**config.mk**
```make
export PLATFORM = sky130hd
export DESIGN_NAME = jdrosent_edge_pulse_gen
export DESIGN_NICKNAME = d
export VERILOG_FILES = /design/src/rtl/jdrosent_edge_pulse_gen.sv
export SDC_FILE = /design/constraint.sdc
export NUM_CORES = 1
export LEC_CHECK = 0
export ABC_AREA = 1
export CORE_ASPECT_RATIO = 2
export CORE_MARGIN = 1
export CORE_UTILIZATION = 32
export DETAILED_ROUTE_END_ITERATION = 10
export HOLD_SLACK_MARGIN = 0.1
export PLACE_DENSITY = 0.53
export SYNTH_ARGS = -nofsm -noshare
export SYNTH_HDL_FRONTEND = slang
export SYNTH_SLANG_ARGS = --single-unit
```
**constraint.sdc**
```tcl
create_clock -name clk -period 2 [get_ports clk]
set_clock_uncertainty 0.2 [all_clocks]
set_input_delay 0.4 -clock clk [delete_from_list [all_inputs] [get_ports clk]]
set_output_delay 0.4 -clock clk [all_outputs]
set_load 0.05 [all_outputs]
```
**src/rtl/jdrosent_edge_pulse_gen.sv**
```systemverilog
// jdrosent_edge_pulse_gen
// Generates a programmable burst of rising edges for a downstream edge
// detector. A rising edge on trig (while idle, with count != 0) starts a
// burst of `count` pulses. Each pulse is high for high_len+1 cycles, and
// consecutive pulses are separated by low_len+1 low cycles. The burst
// configuration is captured at start, so the config inputs may change
// freely while a burst runs.
module jdrosent_edge_pulse_gen #(
  parameter int CNT_W   = 3,
  parameter int LEN_W   = 2,
  parameter int LOW_DEF = 0
) (
  input  logic             clk,
  input  logic             reset,
  input  logic             trig,
  input  logic [CNT_W-1:0] count,
  input  logic [LEN_W-1:0] high_len,
  input  logic [LEN_W-1:0] low_len,
  output logic             pulse_o,
  output logic             busy_o,
  output logic             done_o,
  output logic [CNT_W-1:0] remaining_o
);

  typedef enum logic [1:0] {
    IDLE = 2'd0,
    HIGH = 2'd1,
    LOW  = 2'd2
  } state_t;

  state_t           state_q;
  state_t           state_d;
  logic             trig_q;
  logic [CNT_W-1:0] rem;
  logic [LEN_W-1:0] hcnt;
  logic [LEN_W-1:0] lcnt;
  logic [LEN_W-1:0] hcnt_len;
  logic [LEN_W-1:0] lcnt_len;
  logic             start;
  logic             more_pulses;
  logic             pulse_d;
  logic             busy_d;
  logic             done_d;

  // A new burst only begins from idle on a genuine 0->1 edge of trig.
  assign start       = trig & ~trig_q & (state_q == IDLE) & (count != '0);
  assign more_pulses = (rem > CNT_W'(1));
  assign remaining_o = rem;

  // State register.
  always_ff @(posedge clk or posedge reset) begin
    // NOTE: sequential state uses non-blocking (<=) so every flop samples
    // its inputs as they were before the edge, independent of block order.
    if (reset) begin
      state_q <= IDLE;
    end else begin
      state_q <= state_d;
    end
  end

  // Next-state logic: advance when the active phase counter reaches zero.
  always_comb begin
    // NOTE: default assignment first, so every path drives state_d and no
    // latch is inferred.
    state_d = state_q;
    unique case (state_q)
      IDLE:    if (start) state_d = HIGH;
      HIGH:    if (hcnt == '0) state_d = more_pulses ? LOW : IDLE;
      LOW:     if (lcnt == '0) state_d = HIGH;
      default: state_d = IDLE;
    endcase
  end

  // Output decode: outputs follow the state being entered, then get
  // registered so pulse_o changes exactly on the transition edge.
  always_comb begin
    pulse_d = (state_d == HIGH);
    busy_d  = (state_d != IDLE);
    done_d  = (state_q == HIGH) && (state_d == IDLE);
  end

  // Registered outputs.
  always_ff @(posedge clk or posedge reset) begin
    if (reset) begin
      pulse_o <= 1'b0;
      busy_o  <= 1'b0;
      done_o  <= 1'b0;
    end else begin
      pulse_o <= pulse_d;
      busy_o  <= busy_d;
      done_o  <= done_d;
    end
  end

  // Burst datapath: trig history, latched config and phase/pulse counters.
  always_ff @(posedge clk or posedge reset) begin
    if (reset) begin
      // trig_q resets high so a trig held through reset release is not an edge.
      trig_q   <= 1'b1;
      rem      <= '0;
      hcnt     <= '0;
      lcnt     <= '0;
      hcnt_len <= '0;
      lcnt_len <= LEN_W'(LOW_DEF);
    end else begin
      trig_q <= trig;
      unique case (state_q)
        IDLE: begin
          if (start) begin
            rem      <= count;
            hcnt     <= high_len;
            hcnt_len <= high_len;
            lcnt_len <= low_len;
          end
        end
        HIGH: begin
          if (hcnt == '0) begin
            if (more_pulses) begin
              rem  <= rem - CNT_W'(1);
              lcnt <= lcnt_len;
            end else begin
              rem <= '0;
            end
          end else begin
            hcnt <= hcnt - LEN_W'(1);
          end
        end
        LOW: begin
          if (lcnt == '0) begin
            hcnt <= hcnt_len;
          end else begin
            lcnt <= lcnt - LEN_W'(1);
          end
        end
        default: ;
      endcase
    end
  end

endmodule

```
==> impl_metrics.ini <==
[routing]
viasPerCell = 4.86
finalWirelength_um = 2060
drtIter0Drc = 17
vias = 811
drtAntennaViolNets = 0
first_pass_iters = 4
wire_per_inst_um = 12.3
drc = 0

[sta]
min_period_over_period_pct = 92.3
rsz0062_at_grt = false
relSlewSlack_pct = 82.3
tns_ns = 0
max_freq_ghz = 0.542
final-setup-viol-count = 0
finalCriticalPeriod_ns = 1.85
slew_violations = 0
worst_pin_slew_ns = 0.265
fin_ws_ns = 0.154
final-hold-violation-count = 0
hold_ws_ns = 0.256

[critical_path]
critPathRequiredTime_ns = 1.94
end_kind = register
critPathLaunchType = register
r2r_start = state_q[1]
startpoint = state_q[1]
critPathMaxFanout = 8
crit_arrival_ns = 1.79
critPathKind = register to register

[outcome]
status = completed

[yosys]
yosysSeqAreaShare_pct = 43.5
ys_ff_latch = 17
synth_top_area_share_pct = 40.8
synth.cell_area_um2 = 981
synth_top_cell_by_area = dfrtp_1
avgSynthCellArea_um2 = 8.38
yosys-top-cells-area = dfrtp_1 (41%), ha_1 (10%), nand2_1 (8.8%), inv_1 (6.5%), o21ai_0 (5.1%)
ys.warnings.count = 0
synth_cells = 117
yosysUniqueCellTypes = 21
synth_async_sr_flop_share_pct = 100
synth-edff-count = 0
ys.flop_type = dfrtp_1
netlist_top_cells_count = nand2_1 (23), inv_1 (17), dfrtp_1 (16), o21ai_0 (10), a21oi_1 (9)
syn-num-nets = 135
yosysMostFrequentCell = nand2_1

[die]
start_util_pct = 33.3
core_area_um2 = 2940
fp.dieH_um = 80.3
die_x_um = 41.2
dieArea_um2 = 3300
io_pins = 16
row_count = 28

[global_route]
antenna_found_initial = 0
grt_pass1_vias = 823
grt_use_total_pct = 15.2
grt_max_degree = 18
gr-total-overflow = 0
grt_pass1_wl_um = 3410

[placement]
place.port_buffers = 15
dp_hpwl_um = 1640
postPlaceCellArea_um2 = 1160
post-place-ws_ns = 0.0463
place_inst = 163
place_congestion = 0.740

[final_layout]
insertedDiodeCount = 0
design_area_um2 = 1210
nNetsFinal = 156
area_delta_synth_final_pct = 23.6
finalNonFillerCells = 167
drive_gt1_share_pct = 19.0

[clock_tree]
post_cts_resized = 0
clock_sinks = 17
cts_setup_buffers = 0
cts_buffer_depth = 2
root_buffer = clkbuf_8
cts_htree_levels = 1
tritoncts.num_buffers = 3
clk_latency_ns = 0.25
clk_pin_slew_ns = 0.07
postCtsHoldBufs = 0
cts_tree = yes

[run]
cap_violations = 0

[min_path]
worstHoldPathType = input port to async pin

[pwr]
p_leak_uw = 0.000593
p_per_area_nw_per_um2 = 1690
vdd_ir_drop_max_uv = 561
## logic make-up after synthesis
logic type               Yosys count  share of synthesized area [%]
AND/OR/NAND/NOR                   43                           19.9
AO/OA/AOI/OAI                     26                           14.8
buffers and inverters             19                           7.27
flip-flops                        17                           43.5
adder cells (fa/ha/maj)            8                           10.2
multiplexers                       3                           3.44
XOR/XNOR                           1                          0.893
## worst max-delay path: stages, from the launching register on
cell and delay [ns]:
dfrtp_1 0.43, inv_1 0.14, ha_2 0.25, inv_2 0.07, nor2_4 0.12, nand2_4 0.09, nand2_2 0.11, nand2_1 0.10
a21oi_1 0.14, a21oi_1 0.08
## sequential cells by signal, summed over array words and instances (netlist names)
register,count
done_o,1
pulse_o,1
trig_q,1
lcnt,2
lcnt_len,2
busy_o,1
state_q,2
hcnt_len,2
hcnt,2
remaining_o,3
## through the flow
step                total power, uW  utilization (%)
floorplan                      1490                -
global placement               1780             39.5
detailed placement             1800             39.5
CTS                            2070             41.0
global route                   2260             41.2
finish                         2050             41.2
## report_power, final
group / switching [uW] / total (uW) / internal, uW
Combinational: 757 / 1180 / 423
Sequential: 106 / 609 / 504
Clock: 121 / 259 / 138
Total: 984 / 2050 / 1060
## layout make-up
class	instances	area, um2
clock buffer	3	41.3
clock inverter	1	5.00
fill	317	1730
inverter	19	71.3
multi-input combinational	81	488
sequential	17	427
tap	30	37.5
timing repair buffer	16	143
## layer usage
| layer | wire length (um) | track usage, % | vias up | share of wire, % |
|---|---|---|---|---|
| met5 | 0 | 0 | - | 0 |
| met4 | 48 | 7.74 | 0 | 2.3 |
| met3 | 50 | 2.49 | 5 | 2.4 |
| met2 | 1220 | 28.6 | 12 | 59 |
| met1 | 737 | 13.3 | 375 | 36 |
| li1 | - | - | 419 | - |
## layout by cell type (no fill, tap or decap), types with 2 or more instances in the layout
| cell | n |
|---|---|
| nand2_1 | 23 |
| inv_1 | 17 |
| dfrtp_1 | 16 |
| o21ai_0 | 10 |
| a21oi_1 | 9 |
| clkdlybuf4s50_1 | 9 |
| nor2_1 | 8 |
| buf_4 | 7 |
| ha_1 | 6 |
| nand3_1 | 5 |
| o21ai_1 | 4 |
| mux2_2 | 3 |
| clkbuf_8 | 3 |
| inv_2 | 2 |
| o211ai_1 | 2 |
| nand2_2 | 2 |
| ha_2 | 2 |
## final timing paths
kind,endpoint,slack [ns],cells after the start
max reg2reg,remaining_o[1],0.15,9
max in group asynchronous,trig_q,1.09,3
min reg2reg,hcnt[1],0.31,2
min,state_q[1],0.26,3
max,remaining_o[1],0.15,9
min in group clk,hcnt[1],0.31,2
No activity file was read; power rests on OpenSTA's default activity.
